<file path="config.mk">
export PLATFORM = sky130hd
export DESIGN_NAME = rvsteel_board_inputs
export DESIGN_NICKNAME = d
export VERILOG_FILES = /design/src/rtl/rvsteel_board_inputs.sv
export SDC_FILE = /design/constraint.sdc
export NUM_CORES = 1
export LEC_CHECK = 0
export ABC_AREA = 0
export CORE_ASPECT_RATIO = 0.9
export CORE_MARGIN = 4
export CORE_UTILIZATION = 60
export DETAILED_ROUTE_END_ITERATION = 7
export PLACE_DENSITY = 0.88
export SKIP_LAST_GASP = 1
export SLEW_MARGIN = 10
export SYNTH_ARGS = -nofsm -noshare
export SYNTH_HDL_FRONTEND = slang
export SYNTH_SLANG_ARGS = --single-unit
</file>
<file path="constraint.sdc">
create_clock -name clock -period 5.4 [get_ports clock]
set_input_delay 1.35 -clock clock [delete_from_list [all_inputs] [get_ports clock]]
set_output_delay 1.35 -clock clock [all_outputs]
set_load 0.02 [all_outputs]
</file>
<file path="src/rtl/rvsteel_board_inputs.sv">
// -----------------------------------------------------------------------------
// rvsteel_board_inputs
//   Board-side conditioner for the SoC reset and halt push-buttons. Each raw
//   pin is optionally inverted, passed through a 2-flop synchroniser and
//   debounced. A small reset FSM stretches soc_reset to a minimum width after
//   the reset source releases, and soc_halt is masked while the SoC is held in
//   reset. Both outputs come straight from flops.
//
//   Ports:
//     clock         in   system clock (shared with the SoC)
//     reset_n       in   asynchronous active-low board/power-on reset
//     reset_button  in   raw, asynchronous, bouncing reset button
//     halt_button   in   raw, asynchronous, bouncing halt button
//     soc_reset     out  active-high conditioned reset for the wrapper
//     soc_halt      out  active-high conditioned halt for the wrapper
//
//   Build option:
//     RVSTEEL_BOARD_INPUTS_HALT_TOGGLE_EN
//       defined   : each accepted press of the halt button (in RUN) toggles
//                   a halt latch; soc_halt follows the latch.
//       undefined : soc_halt follows the debounced halt level.
//
//   Reset FSM states:
//     state     | meaning
//     ----------+-----------------------------------------------------------
//     ST_ACTIVE | reset source asserted; soc_reset held high
//     ST_HOLD   | source released; counting the minimum hold period
//     ST_RUN    | SoC running; soc_reset low, soc_halt enabled
// -----------------------------------------------------------------------------
module rvsteel_board_inputs #(
  parameter int DEBOUNCE_CYCLES   = 1000000,
  parameter int RESET_HOLD_CYCLES = 16,
  parameter bit BUTTON_ACTIVE_LOW = 1'b0
) (
  input  logic clock,
  input  logic reset_n,
  input  logic reset_button,
  input  logic halt_button,
  output logic soc_reset,
  output logic soc_halt
);

  localparam int DB_W   = $clog2(DEBOUNCE_CYCLES + 1);
  localparam int HOLD_W = (RESET_HOLD_CYCLES > 1) ? $clog2(RESET_HOLD_CYCLES) : 1;

  localparam logic [DB_W-1:0]   DB_LAST   = DB_W'(DEBOUNCE_CYCLES - 1);
  localparam logic [HOLD_W-1:0] HOLD_LAST = HOLD_W'(RESET_HOLD_CYCLES - 1);

  // Bit 0 carries the reset button, bit 1 the halt button.
  localparam int IDX_RESET = 0;
  localparam int IDX_HALT  = 1;

  typedef enum logic [1:0] {
    ST_ACTIVE = 2'd0,
    ST_HOLD   = 2'd1,
    ST_RUN    = 2'd2
  } state_t;

  logic [1:0]      raw;
  logic [1:0]      sync1;
  logic [1:0]      sync2;
  logic [1:0]      db;
  logic [DB_W-1:0] db_cnt [2];

  logic db_reset;
  logic db_halt;

  state_t            state;
  state_t            state_nxt;
  logic [HOLD_W-1:0] hold_cnt;
  logic [HOLD_W-1:0] hold_nxt;
  logic              halt_src;

  // Inversion happens before the synchronisers so that everything downstream
  // (including the reset value of the sync flops) is in active-high terms.
  assign raw = BUTTON_ACTIVE_LOW ? ~{halt_button, reset_button}
                                 :  {halt_button, reset_button};

  // Synchroniser and debounce. The counter only runs while the synchronised
  // input disagrees with the accepted level; any agreement restarts it, so a
  // bounce shorter than DEBOUNCE_CYCLES never gets accepted.
  always_ff @(posedge clock or negedge reset_n) begin
    if (!reset_n) begin
      sync1 <= '0;
      sync2 <= '0;
      db    <= '0;
      for (int i = 0; i < 2; i++) begin
        db_cnt[i] <= '0;
      end
    end else begin
      sync1 <= raw;
      sync2 <= sync1;
      for (int i = 0; i < 2; i++) begin
        if (sync2[i] == db[i]) begin
          db_cnt[i] <= '0;
        end else if (db_cnt[i] == DB_LAST) begin
          db[i]     <= sync2[i];
          db_cnt[i] <= '0;
        end else begin
          db_cnt[i] <= db_cnt[i] + DB_W'(1);
        end
      end
    end
  end

  assign db_reset = db[IDX_RESET];
  assign db_halt  = db[IDX_HALT];

  always_comb begin
    state_nxt = state;
    hold_nxt  = hold_cnt;
    case (state)
      ST_ACTIVE: begin
        if (!db_reset) begin
          state_nxt = ST_HOLD;
          hold_nxt  = '0;
        end
      end
      ST_HOLD: begin
        if (db_reset) begin
          state_nxt = ST_ACTIVE;
        end else if (hold_cnt == HOLD_LAST) begin
          state_nxt = ST_RUN;
        end else begin
          hold_nxt = hold_cnt + HOLD_W'(1);
        end
      end
      ST_RUN: begin
        if (db_reset) begin
          state_nxt = ST_ACTIVE;
        end
      end
      default: begin
        state_nxt = ST_ACTIVE;
      end
    endcase
  end

`ifdef RVSTEEL_BOARD_INPUTS_HALT_TOGGLE_EN
  logic db_halt_q;
  logic halt_latch;
  logic halt_latch_nxt;

  // Only a press seen while staying in RUN toggles the latch; a press that
  // lands together with a reset request is dropped because reset wins.
  always_comb begin
    halt_latch_nxt = halt_latch;
    if (state == ST_ACTIVE || state_nxt == ST_ACTIVE) begin
      halt_latch_nxt = 1'b0;
    end else if (state == ST_RUN && state_nxt == ST_RUN && db_halt && !db_halt_q) begin
      halt_latch_nxt = ~halt_latch;
    end
  end

  always_ff @(posedge clock or negedge reset_n) begin
    if (!reset_n) begin
      db_halt_q  <= 1'b0;
      halt_latch <= 1'b0;
    end else begin
      db_halt_q  <= db_halt;
      halt_latch <= halt_latch_nxt;
    end
  end

  assign halt_src = halt_latch_nxt;
`else
  assign halt_src = db_halt;
`endif

  // Outputs are registered from the next-state values so they change on the
  // same edge as the state and never glitch.
  always_ff @(posedge clock or negedge reset_n) begin
    if (!reset_n) begin
      state     <= ST_ACTIVE;
      hold_cnt  <= '0;
      soc_reset <= 1'b1;
      soc_halt  <= 1'b0;
    end else begin
      state     <= state_nxt;
      hold_cnt  <= hold_nxt;
      soc_reset <= (state_nxt != ST_RUN);
      soc_halt  <= (state_nxt == ST_RUN) && halt_src;
    end
  end

endmodule

</file>
-- Word-level counts from Yosys, hierarchy flattened
Index checks and enable logic that the tools add are counted.
- input port bits: 4
- bits in registers: 54
- output and inout port bits: 2
- logic and storage cells: 46
- reductions and logical operators: 6
- mux-type cells: 13
- equal/unequal tests: 12
- bitwise logic cells: 2
- add/subtract/negate cells: 3
- operators with widths (kind ; count):
    $mux 20 ; 4
    $add 20x1->20 const B ; 2
    $eq 20x20->1 const B ; 2
    $mux 4 ; 3
    $mux 2 ; 4
    $ne 2x2->1 const B ; 4
    $pmux 4 s2 ; 1
    $pmux 2 s3 ; 1
    $add 4x1->4 const B ; 1
    $eq 2x2->1 const B ; 2
    $eq 4x4->1 const B ; 1
    $reduce_and 2->1 ; 2
    $reduce_and 4->1 ; 1
    $eq 1x1->1 ; 2
    $eq 2x1->1 const B ; 1
    $logic_not 2->1 ; 1
    $not 1->1 ; 2
    $reduce_bool 2->1 ; 1
    $logic_and 1x1->1 ; 1

-- Logic depth before layout (Yosys ltp)
Gate-level depths: netlist of run 1.
- depth in word-level cells: 6
- depth in mapped cells: 7

-- Worst setup path after synthesis of run 1
OpenSTA, ideal clock, no wires.
- path type: flip-flop to output port
- from: register soc_reset
- to: output port soc_reset
- path buffers: 0
- setup slack: 3.496 ns
- arrival: 0.554 ns
- data required time: 4.050 ns
- stages on the path, launching flop included: 1
- cell sequence: dfstp_2
- RTL lines (element ; line ; source):
    start: declaration ; 39 ; output logic soc_reset,
    start signal: assignment ; 181 ; soc_reset <= (state_nxt != ST_RUN);
No word-level cell between the ends.

-- Worst setup path in the final report of run 1
- from: register soc_reset
- to: output port soc_reset
No word-level cell between the ends.

==> impl_metrics.env, run 1 <==
export IMPL_grt_pass1_vias=1771
export IMPL_worst_setup_path_start_kind="register"
export IMPL_synth_nets=263
export IMPL_worstPathRequired_ps=4050
export IMPL_io_pins=6
export IMPL_syn_to_final_growth_pct=8.06
export IMPL_mostFrequentLayoutCells="dfrtp_1, nor2_1, xnor2_1"
export IMPL_worst_path_max_fanout=1
export IMPL_layout_nets=267
export IMPL_grtUsageTotal_pct=17.9
export IMPL_p_per_area_nw_per_um2=256
export IMPL_crit_buf_inv=1
export IMPL_fp_coreArea_sq_um=4130
export IMPL_cp_end_kind="output port"
export IMPL_slew_headroom_pct=48.3
export IMPL_status="complete, no violations"
export IMPL_synth_main_ff_cell="dfrtp_1"
export IMPL_path_delay_family="buffers and inverters"
export IMPL_start_util_pct=62.8
export IMPL_cp_cell_sequence="clkdlybuf4s50_1"
export IMPL_postSynthCellCount=256
export IMPL_fmax_mhz=361
export IMPL_viasPerCell=6.08
export IMPL_avgRoutedWirePerCell_microns=14.5
export IMPL_setup_violations=0
export IMPL_grt_overflow=0
export IMPL_drt_total_wl_mm=4.48
export IMPL_fin_setup_tns_ps=0
export IMPL_ant_nets=0
export IMPL_hold_ws_ps=357
export IMPL_grt_max_degree=55
export IMPL_syn_area_sq_um=2590
export IMPL_tightest_slew_ps=770
export IMPL_place_area_sq_um=2680
export IMPL_cts_tree="built"
export IMPL_fp_dieW_microns=77.3
export IMPL_rsz0062_at_grt="false"
export IMPL_synth_area_leaders="dfrtp_1, xnor2_1, nor2_1, xor2_1, nand3_1"
export IMPL_fin_total_pwr_uw=718
export IMPL_cts_root_buffer_cell="clkbuf_8"
export IMPL_dieArea_sq_um=5440
export IMPL_detailed_place_hpwl_mm=2.99
export IMPL_synth_edf_count=0
export IMPL_worst_setup_path_type="register to output port"
export IMPL_clk_latency_ps=320
export IMPL_cts_resized=0
export IMPL_num_rows=22
export IMPL_synth_seq_area_share_pct=52.2
export IMPL_worstPathArrival_ps=1420
export IMPL_diodes=0
export IMPL_synth_top_area_share_pct=51.2
export IMPL_hold_buffers=0
export IMPL_drv_slew=0
export IMPL_period_share_pct=51.3
export IMPL_hold_path_class="register to register"
export IMPL_clockBufferDepth=2
export IMPL_gp_congestion=0.833
export IMPL_first_iter_violations=216
export IMPL_slowest_delay_ps=590
export IMPL_clock_sinks=54
export IMPL_drv_cap=0
export IMPL_p_leak_uw=0.00113
export IMPL_fin_area_sq_um=2800
export IMPL_port_buffers=5
export IMPL_fin_crit_ps=2770
export IMPL_ys_ff_latch=54
export IMPL_async_reset_ff_share_pct=100
export IMPL_hold_viol_final=0
export IMPL_cts_buffers=5
export IMPL_yosysUniqueCellTypes=37
export IMPL_cp_slowest_cell="clkdlybuf4s50_1"
export IMPL_route_detailed_drc=0
export IMPL_drive_gt1_share_pct=9.20
export IMPL_htree_num_levels=2
export IMPL_layout_cells_most_common="dfrtp_1"
export IMPL_synth_largest_area_cell="dfrtp_1"
export IMPL_die_h_microns=70.3
export IMPL_cts_setup_buffers=0
export IMPL_detail_route_first_pass_iterations=4
export IMPL_syn_avg_cell_area_sq_um=10.1
export IMPL_grt_pass1_wl_mm=7.81
export IMPL_antenna_found_initial=0
export IMPL_yosys_warnings=0
export IMPL_vias=1879
export IMPL_path_clk_slew_ps=90
export IMPL_ir_drop_uv=177
export IMPL_clock_skew_ps=9.93
[registers in the layout, summed over array words and instances, names as in the netlist]
| register | cells |
|---|---|
| db_cnt | 40 |
| sync1 | 2 |
| soc_halt | 1 |
| state | 2 |
| soc_reset | 1 |
| db | 2 |
| hold_cnt | 4 |
| sync2 | 2 |
[logic make-up after synthesis]
| group | Yosys count | share of synthesized area [%] |
|---|---|---|
| fa+ha+maj | 3 | 1.45 |
| buf+inv | 18 | 2.75 |
| simple gates | 120 | 25.0 |
| compound gates | 27 | 6.81 |
| xor+xnor | 31 | 10.5 |
| flops | 54 | 52.2 |
| mux | 3 | 1.30 |
[cell usage after synthesis, types with 2 or more instances]
| cell | count |
|---|---|
| nand4_1 | 12 |
| nor3_1 | 8 |
| or3_1 | 3 |
| buf_2 | 3 |
| nand4b_1 | 2 |
| a21oi_1 | 9 |
| or4_1 | 3 |
| xor2_1 | 12 |
| ha_1 | 3 |
| nand3_1 | 16 |
| o31ai_1 | 6 |
| inv_1 | 7 |
| a22o_1 | 4 |
| nor2_1 | 37 |
| dfrtp_1 | 53 |
| mux2_2 | 3 |
| clkbuf_1 | 8 |
| xnor2_1 | 19 |
| nor4_1 | 11 |
| nand2_1 | 11 |
| and3_1 | 5 |
| a21oi_2 | 2 |
| o21ai_0 | 5 |
[cell type report]
cell class,instances,area (sq um)
clock buffer,7,86.3
clock inverter,1,30.0
fill,323,1330
inverter,7,26.3
multi-input combinational,184,1180
sequential,54,1350
tap,48,60.1
timing repair buffer,8,67.6
[worst paths after layout]
path | startpoint | endpoint | slack (ps) | cells past startpoint
worst min register to register | sync1[0]$_DFF_PN0_ | sync2[0]$_DFF_PN0_ | 360 | 0
min in group asynchronous | reset_n | hold_cnt[0]$_DFFE_PN0P_ | 1140 | 2
worst max-delay path | soc_reset$_DFF_PN1_ | soc_reset | 2630 | 1
worst max register to register | db_cnt[0]$_DFF_PN0_ | db_cnt[0]$_DFF_PN0_ | 3180 | 5
worst min-delay path | sync1[0]$_DFF_PN0_ | sync2[0]$_DFF_PN0_ | 360 | 0
max in group asynchronous | reset_n | db_cnt[5]$_DFF_PN0_ | 3820 | 2
[metrics by stage]
step | instances | setup slack (ps) | utilization, %
floorplan | 256 | 3500 | -
global placement | 301 | 2970 | 65.0
detailed placement | 301 | 2970 | 65.0
CTS | 309 | 2620 | 67.8
global route | 309 | 2590 | 67.8
finish | 309 | 2630 | 67.8
[power breakdown]
part	switching (uW)	total (uW)	internal (uW)
combinational	16.5	23.8	7.24
sequential	6.38	416	409
clock	127	279	151
total	150	718	568
[metal layers]
metal,GRT usage [%],vias to the layer above,routed length [microns]
li1,-,920,-
met4,7.31,0,81
met3,3.48,9,186
met2,28.1,40,2130
met5,0,-,0
met1,24.3,910,2080
(Power assumes the default switching activity.)
==> run 2, diff against run 1 <==
==> constraint.sdc (replaced) <==
create_clock -name clock -period 2.75 [get_ports clock]
set_input_delay 0.6875 -clock clock [delete_from_list [all_inputs] [get_ports clock]]
set_output_delay 0.6875 -clock clock [all_outputs]
set_load 0.02 [all_outputs]
==> run 2 against run 1 <==
  * Final cell count is 0.65% higher
  * Largest power group unchanged
  * Via count increased by 0.27%
  * Power increased by 110%
  * Register-to-register slack worse by 2400 ps
  * Largest cell class unchanged
  * Final area up 1.5%
  * First-iteration DRC count shrank 36%
  * Count of clock-buffer cells in the layout down 1
==> impl_metrics.env, run 2 (synthesis gave the netlist of run 1 again) <==
export IMPL_status="complete, no violations"
export IMPL_diodes=0
export IMPL_seqPwrFrac_pct=54.2
export IMPL_fin_crit_ps=2110
export IMPL_fmax_mhz=474
export IMPL_reg2regPathDepth=5
export IMPL_path_depth=1
export IMPL_clk_latency_ps=310
export IMPL_grt_overflow=0
export IMPL_hold_viol_final=0
export IMPL_first_iter_violations=139
export IMPL_cts_tree="built"
export IMPL_worstPathRequired_ps=2060
export IMPL_grt_use_met3_pct=5.41
export IMPL_route_detailed_drc=0
export IMPL_p_per_area_nw_per_um2=530
export IMPL_cts_root_buffer_cell="clkbuf_8"
export IMPL_drt_total_wl_mm=4.65
export IMPL_mostFrequentLayoutCells="dfrtp_1, nor2_1, xnor2_1"
export IMPL_slowest_delay_ps=590
export IMPL_drv_cap=0
export IMPL_layout_nets=269
export IMPL_path_clk_slew_ps=90
export IMPL_detailed_place_hpwl_mm=3.27
export IMPL_detail_route_first_pass_iterations=4
export IMPL_cp_cell_sequence="clkdlybuf4s50_1"
export IMPL_worstSetupEndpoint="soc_reset"
export IMPL_slew_headroom_pct=71.7
export IMPL_path_delay_family="buffers and inverters"
export IMPL_largest_reg_flops=40
export IMPL_clkPwrFrac_pct=42.6
export IMPL_top_usage_layer="met2"
export IMPL_r2r_start="db_cnt[0]$_DFF_PN0_"
export IMPL_power_frac_comb_pct=3.2
export IMPL_p_sw_uw=298
export IMPL_io_pins=6
export IMPL_ir_drop_uv=399
export IMPL_vias=1884
export IMPL_drive_gt1_share_pct=10.3
export IMPL_fin_setup_tns_ps=0
export IMPL_crit_buf_inv=1
export IMPL_cts_resized=0
export IMPL_clockBufferDepth=2
export IMPL_n_fill_cell=314
export IMPL_gr_usage_met2_pct=30.1
export IMPL_period_share_pct=76.6
export IMPL_port_buffers=5
export IMPL_drv_slew=0
export IMPL_hold_buffers=0
export IMPL_rsz0062_at_grt="false"
export IMPL_dieArea_sq_um=5440
export IMPL_worst_setup_path_start_kind="register"
export IMPL_switching_share_pct=19.8
export IMPL_tightest_slew_ps=420
export IMPL_cts_setup_buffers=0
export IMPL_top_regs="db_cnt x40, hold_cnt x4"
export IMPL_avgRoutedWirePerCell_microns=15.0
export IMPL_p_leak_uw=0.00116
export IMPL_multi_input_area_sq_um=1180
export IMPL_rr_endpoint="db_cnt[18]$_DFF_PN0_"
export IMPL_regMostFlops="db_cnt"
export IMPL_num_rows=22
export IMPL_grtUsageTotal_pct=19.5
export IMPL_gp_congestion=0.824
export IMPL_p_int_uw=1210
export IMPL_syn_to_final_growth_pct=9.66
export IMPL_hold_path_class="primary input to asynchronous set/reset pin"
export IMPL_ant_nets=0
export IMPL_die_h_microns=70.3
export IMPL_grt_pass1_wl_mm=8.45
export IMPL_reg2reg_slack_ps=790
export IMPL_cp_slowest_cell="clkdlybuf4s50_1"
export IMPL_htree_num_levels=2
export IMPL_worst_setup_path_type="register to output port"
export IMPL_seqCellArea_sq_um=1350
export IMPL_startpoint="soc_reset$_DFF_PN1_"
export IMPL_cp_end_kind="output port"
export IMPL_layout_cells_most_common="dfrtp_1"
export IMPL_viasPerCell=6.06
export IMPL_fp_coreArea_sq_um=4130
export IMPL_clock_sinks=54
export IMPL_setup_violations=0
export IMPL_worstPathArrival_ps=1420
export IMPL_use_met1_pct=26.3
export IMPL_antenna_found_initial=0
export IMPL_hold_ws_ps=264
export IMPL_grt_max_degree=23
export IMPL_worst_path_max_fanout=1
export IMPL_fp_dieW_microns=77.3
export IMPL_grt_pass1_vias=1875
export IMPL_start_util_pct=62.8
export IMPL_clock_skew_ps=5.50
export IMPL_cts_buffers=5
## run 2: changes by cell type in the layout (fill, tap and decap cells not counted), sizes merged
cell / previous run / this run
bufinv: 1 / 2
buf: 4 / 6
clkbuf: 7 / 6
## run 2: through the flow
| stage | area (sq um) | worst slack, ps | total power (uW) | utilization, % | std cells |
|---|---|---|---|---|---|
| after global placement | 2700 | 941 | 879 | 65.4 | 303 |
| after floorplan | 2590 | 914 | 851 | - | 256 |
| after global routing | 2840 | 600 | 1560 | 68.8 | 311 |
| after detailed placement | 2700 | 817 | 881 | 65.4 | 303 |
| after CTS | 2840 | 631 | 1520 | 68.8 | 311 |
| final | 2840 | 642 | 1510 | 68.8 | 311 |
## run 2: power groups by stage
stage / Combinational (uW) / Sequential [uW] / Clock (uW)
3_5_place_dp: 50.0 / 831 / 0
5_1_grt: 57.7 / 818 / 686
6_report: 48.5 / 815 / 642
4_1_cts: 50.2 / 815 / 651
3_3_place_gp: 49.5 / 830 / 0
2_1_floorplan: 22.2 / 829 / 0
## run 2: per-layer routing
metal  share of wire (%)  vias to the layer above  routed length [microns]
li1                    -                      923                        -
met5                   0                        -                        0
met3                 4.2                       14                      195
met1                  47                      913                     2190
met2                  47                       34                     2170
met4                 2.1                        0                      100
## run 2: area by class of cell
| class | count | share of cell area (%) |
|---|---|---|
| inverter | 7 | 0.925 |
| clock inverter | 2 | 2.11 |
| timing repair buffer | 10 | 2.91 |
| multi-input combinational | 184 | 41.4 |
| clock buffer | 6 | 2.91 |
| sequential | 54 | 47.6 |
| tap | 48 | 2.11 |
## run 2: worst min-delay path by stage
| stage | from | to | slack (ps) | cells after the start |
|---|---|---|---|---|
| 2_1_floorplan | sync1[0]$_DFF_PN0_ | sync2[0]$_DFF_PN0_ | 330 | 0 |
| 3_3_place_gp | sync1[1]$_DFF_PN0_ | sync2[1]$_DFF_PN0_ | 340 | 0 |
| 3_5_place_dp | sync1[0]$_DFF_PN0_ | sync2[0]$_DFF_PN0_ | 340 | 0 |
| 4_1_cts | reset_n | db_cnt[36]$_DFF_PN0_ | 270 | 1 |
| 5_1_grt | reset_n | db_cnt[36]$_DFF_PN0_ | 270 | 1 |
| 6_report | reset_n | db_cnt[36]$_DFF_PN0_ | 260 | 1 |
==> run 3, diff against run 2 <==
==> constraint.sdc (replaced) <==
create_clock -name clock -period 2.1 [get_ports clock]
set_input_delay 0.525 -clock clock [delete_from_list [all_inputs] [get_ports clock]]
set_output_delay 0.525 -clock clock [all_outputs]
set_load 0.02 [all_outputs]
==> run 3 against run 2 <==
  * Sequential power up 31%
  * First-iteration DRC count up 22%
  * Clock skew about the same
  * Critical path type unchanged
  * Wire length down 1.8%
  * Final cell count up 0.32%
==> impl_metrics.env, run 3 (synthesis gave the netlist of run 1 again) <==
export IMPL_p_leak_uw=0.00114
export IMPL_grt_overflow=0
export IMPL_worst_setup_path_type="register to output port"
export IMPL_hold_viol_final=0
export IMPL_num_rows=22
export IMPL_cts_buffers=5
export IMPL_ir_drop_uv=454
export IMPL_drv_cap=0
export IMPL_detail_route_first_pass_iterations=4
export IMPL_startpoint="soc_reset$_DFF_PN1_"
export IMPL_grt_pass1_wl_mm=8.18
export IMPL_hold_ws_ps=169
export IMPL_worst_setup_path_start_kind="register"
export IMPL_fin_crit_ps=1930
export IMPL_p_int_uw=1350
export IMPL_fmax_mhz=519
export IMPL_slew_headroom_pct=68.3
export IMPL_crit_buf_inv=1
export IMPL_port_buffers=5
export IMPL_viasPerCell=5.99
export IMPL_switching_share_pct=21.4
export IMPL_io_pins=6
export IMPL_p_per_area_nw_per_um2=608
export IMPL_status="complete, no violations"
export IMPL_seqPwrFrac_pct=62.3
export IMPL_gp_congestion=0.827
export IMPL_detailed_place_hpwl_mm=3.20
export IMPL_rsz0062_at_grt="false"
export IMPL_grt_pass1_vias=1806
export IMPL_dieArea_sq_um=5440
export IMPL_vias=1870
export IMPL_layout_cells_most_common="dfrtp_1"
export IMPL_start_util_pct=62.8
export IMPL_mostFrequentLayoutCells="dfrtp_1, nor2_1, xnor2_1"
export IMPL_fp_dieW_microns=77.3
export IMPL_p_sw_uw=366
export IMPL_hold_path_class="primary input to asynchronous set/reset pin"
export IMPL_diodes=0
export IMPL_regMostFlops="db_cnt"
export IMPL_path_depth=1
export IMPL_reg2reg_slack_ps=180
export IMPL_clk_latency_ps=300
export IMPL_worstSetupEndpoint="soc_reset"
export IMPL_grtUsageTotal_pct=18.6
export IMPL_clock_sinks=54
export IMPL_power_frac_comb_pct=4.0
export IMPL_grt_max_degree=35
export IMPL_tightest_slew_ps=475
export IMPL_clockBufferDepth=2
export IMPL_cts_tree="built"
export IMPL_cp_cell_sequence="clkdlybuf4s50_1"
export IMPL_worstPathArrival_ps=1400
export IMPL_setup_violations=0
export IMPL_drt_total_wl_mm=4.57
export IMPL_cts_setup_buffers=0
export IMPL_path_delay_family="buffers and inverters"
export IMPL_worstPathRequired_ps=1570
export IMPL_route_detailed_drc=0
export IMPL_layout_nets=270
export IMPL_ant_nets=0
export IMPL_cts_resized=0
export IMPL_slowest_delay_ps=590
export IMPL_first_iter_violations=169
export IMPL_hold_buffers=0
export IMPL_cp_slowest_cell="clkdlybuf4s50_1"
export IMPL_path_clk_slew_ps=90
export IMPL_largest_reg_flops=40
export IMPL_worst_path_max_fanout=1
export IMPL_top_regs="db_cnt x40, hold_cnt x4"
export IMPL_clock_skew_ps=5.75
export IMPL_period_share_pct=91.8
export IMPL_antenna_found_initial=0
export IMPL_cts_root_buffer_cell="clkbuf_8"
export IMPL_htree_num_levels=2
export IMPL_reg2regPathDepth=5
export IMPL_cp_end_kind="output port"
export IMPL_avgRoutedWirePerCell_microns=14.6
export IMPL_syn_to_final_growth_pct=8.64
export IMPL_drive_gt1_share_pct=10.2
export IMPL_clkPwrFrac_pct=33.7
export IMPL_fin_setup_tns_ps=0
export IMPL_drv_slew=0
export IMPL_r2r_start="db_cnt[1]$_DFF_PN0_"
export IMPL_fp_coreArea_sq_um=4130
export IMPL_die_h_microns=70.3
export IMPL_rr_endpoint="db_cnt[18]$_DFF_PN0_"
-- run 3: changes by cell type in the layout (fill, tap and decap cells not counted), sizes merged --
cell and change:
buf +1, bufinv -2, clkbuf +2
-- run 3: area by class of cell --
cell class                      instances  area (sq um)
Clock buffer                            8          90.1
Fill cell                             312          1310
Inverter                                7          26.3
Multi-Input combinational cell        184          1180
Sequential cell                        54          1350
Tap cell                               48          60.1
Timing Repair Buffer                   11           103
-- run 3: layer usage --
layer  track usage, %  part of all wire [%]  vias up
met2             27.9                    46       43
li1                 -                     -      922
met4             6.92                   1.5        0
met1             26.0                    48      898
met5                0                     0        -
met3             4.90                   4.6        7
-- run 3: through the flow --
stage | instance area (sq um) | worst slack, ps | util [%] | power, uW | std cells
final | 2820 | 173 | 68.2 | 1710 | 312
after CTS | 2810 | 131 | 68.0 | 1730 | 312
after floorplan | 2590 | 264 | - | 1110 | 256
after global routing | 2820 | 23.0 | 68.2 | 1790 | 312
after detailed placement | 2720 | 158 | 65.8 | 1160 | 304
after global placement | 2720 | 303 | 65.8 | 1160 | 304
-- run 3: power by group through the flow --
stage | registers, uW | clock network [uW] | logic [uW]
6_report | 1070 | 577 | 69.1
5_1_grt | 1070 | 641 | 81.1
4_1_cts | 1070 | 594 | 71.5
3_5_place_dp | 1090 | 0 | 71.3
3_3_place_gp | 1090 | 0 | 70.0
2_1_floorplan | 1090 | 0 | 29.1
-- run 3: how the worst min path moves through the flow --
stage / start / to / slack, ps / cells after the start
6_report: reset_n / hold_cnt[2]$_DFFE_PN0P_ / 170 / 1
5_1_grt: reset_n / hold_cnt[3]$_DFFE_PN0P_ / 190 / 1
4_1_cts: reset_n / hold_cnt[3]$_DFFE_PN0P_ / 180 / 1
3_5_place_dp: sync1[1]$_DFF_PN0_ / sync2[1]$_DFF_PN0_ / 340 / 0
3_3_place_gp: sync1[0]$_DFF_PN0_ / sync2[0]$_DFF_PN0_ / 340 / 0
2_1_floorplan: reset_n / db[0]$_DFFE_PN0P_ / 230 / 0
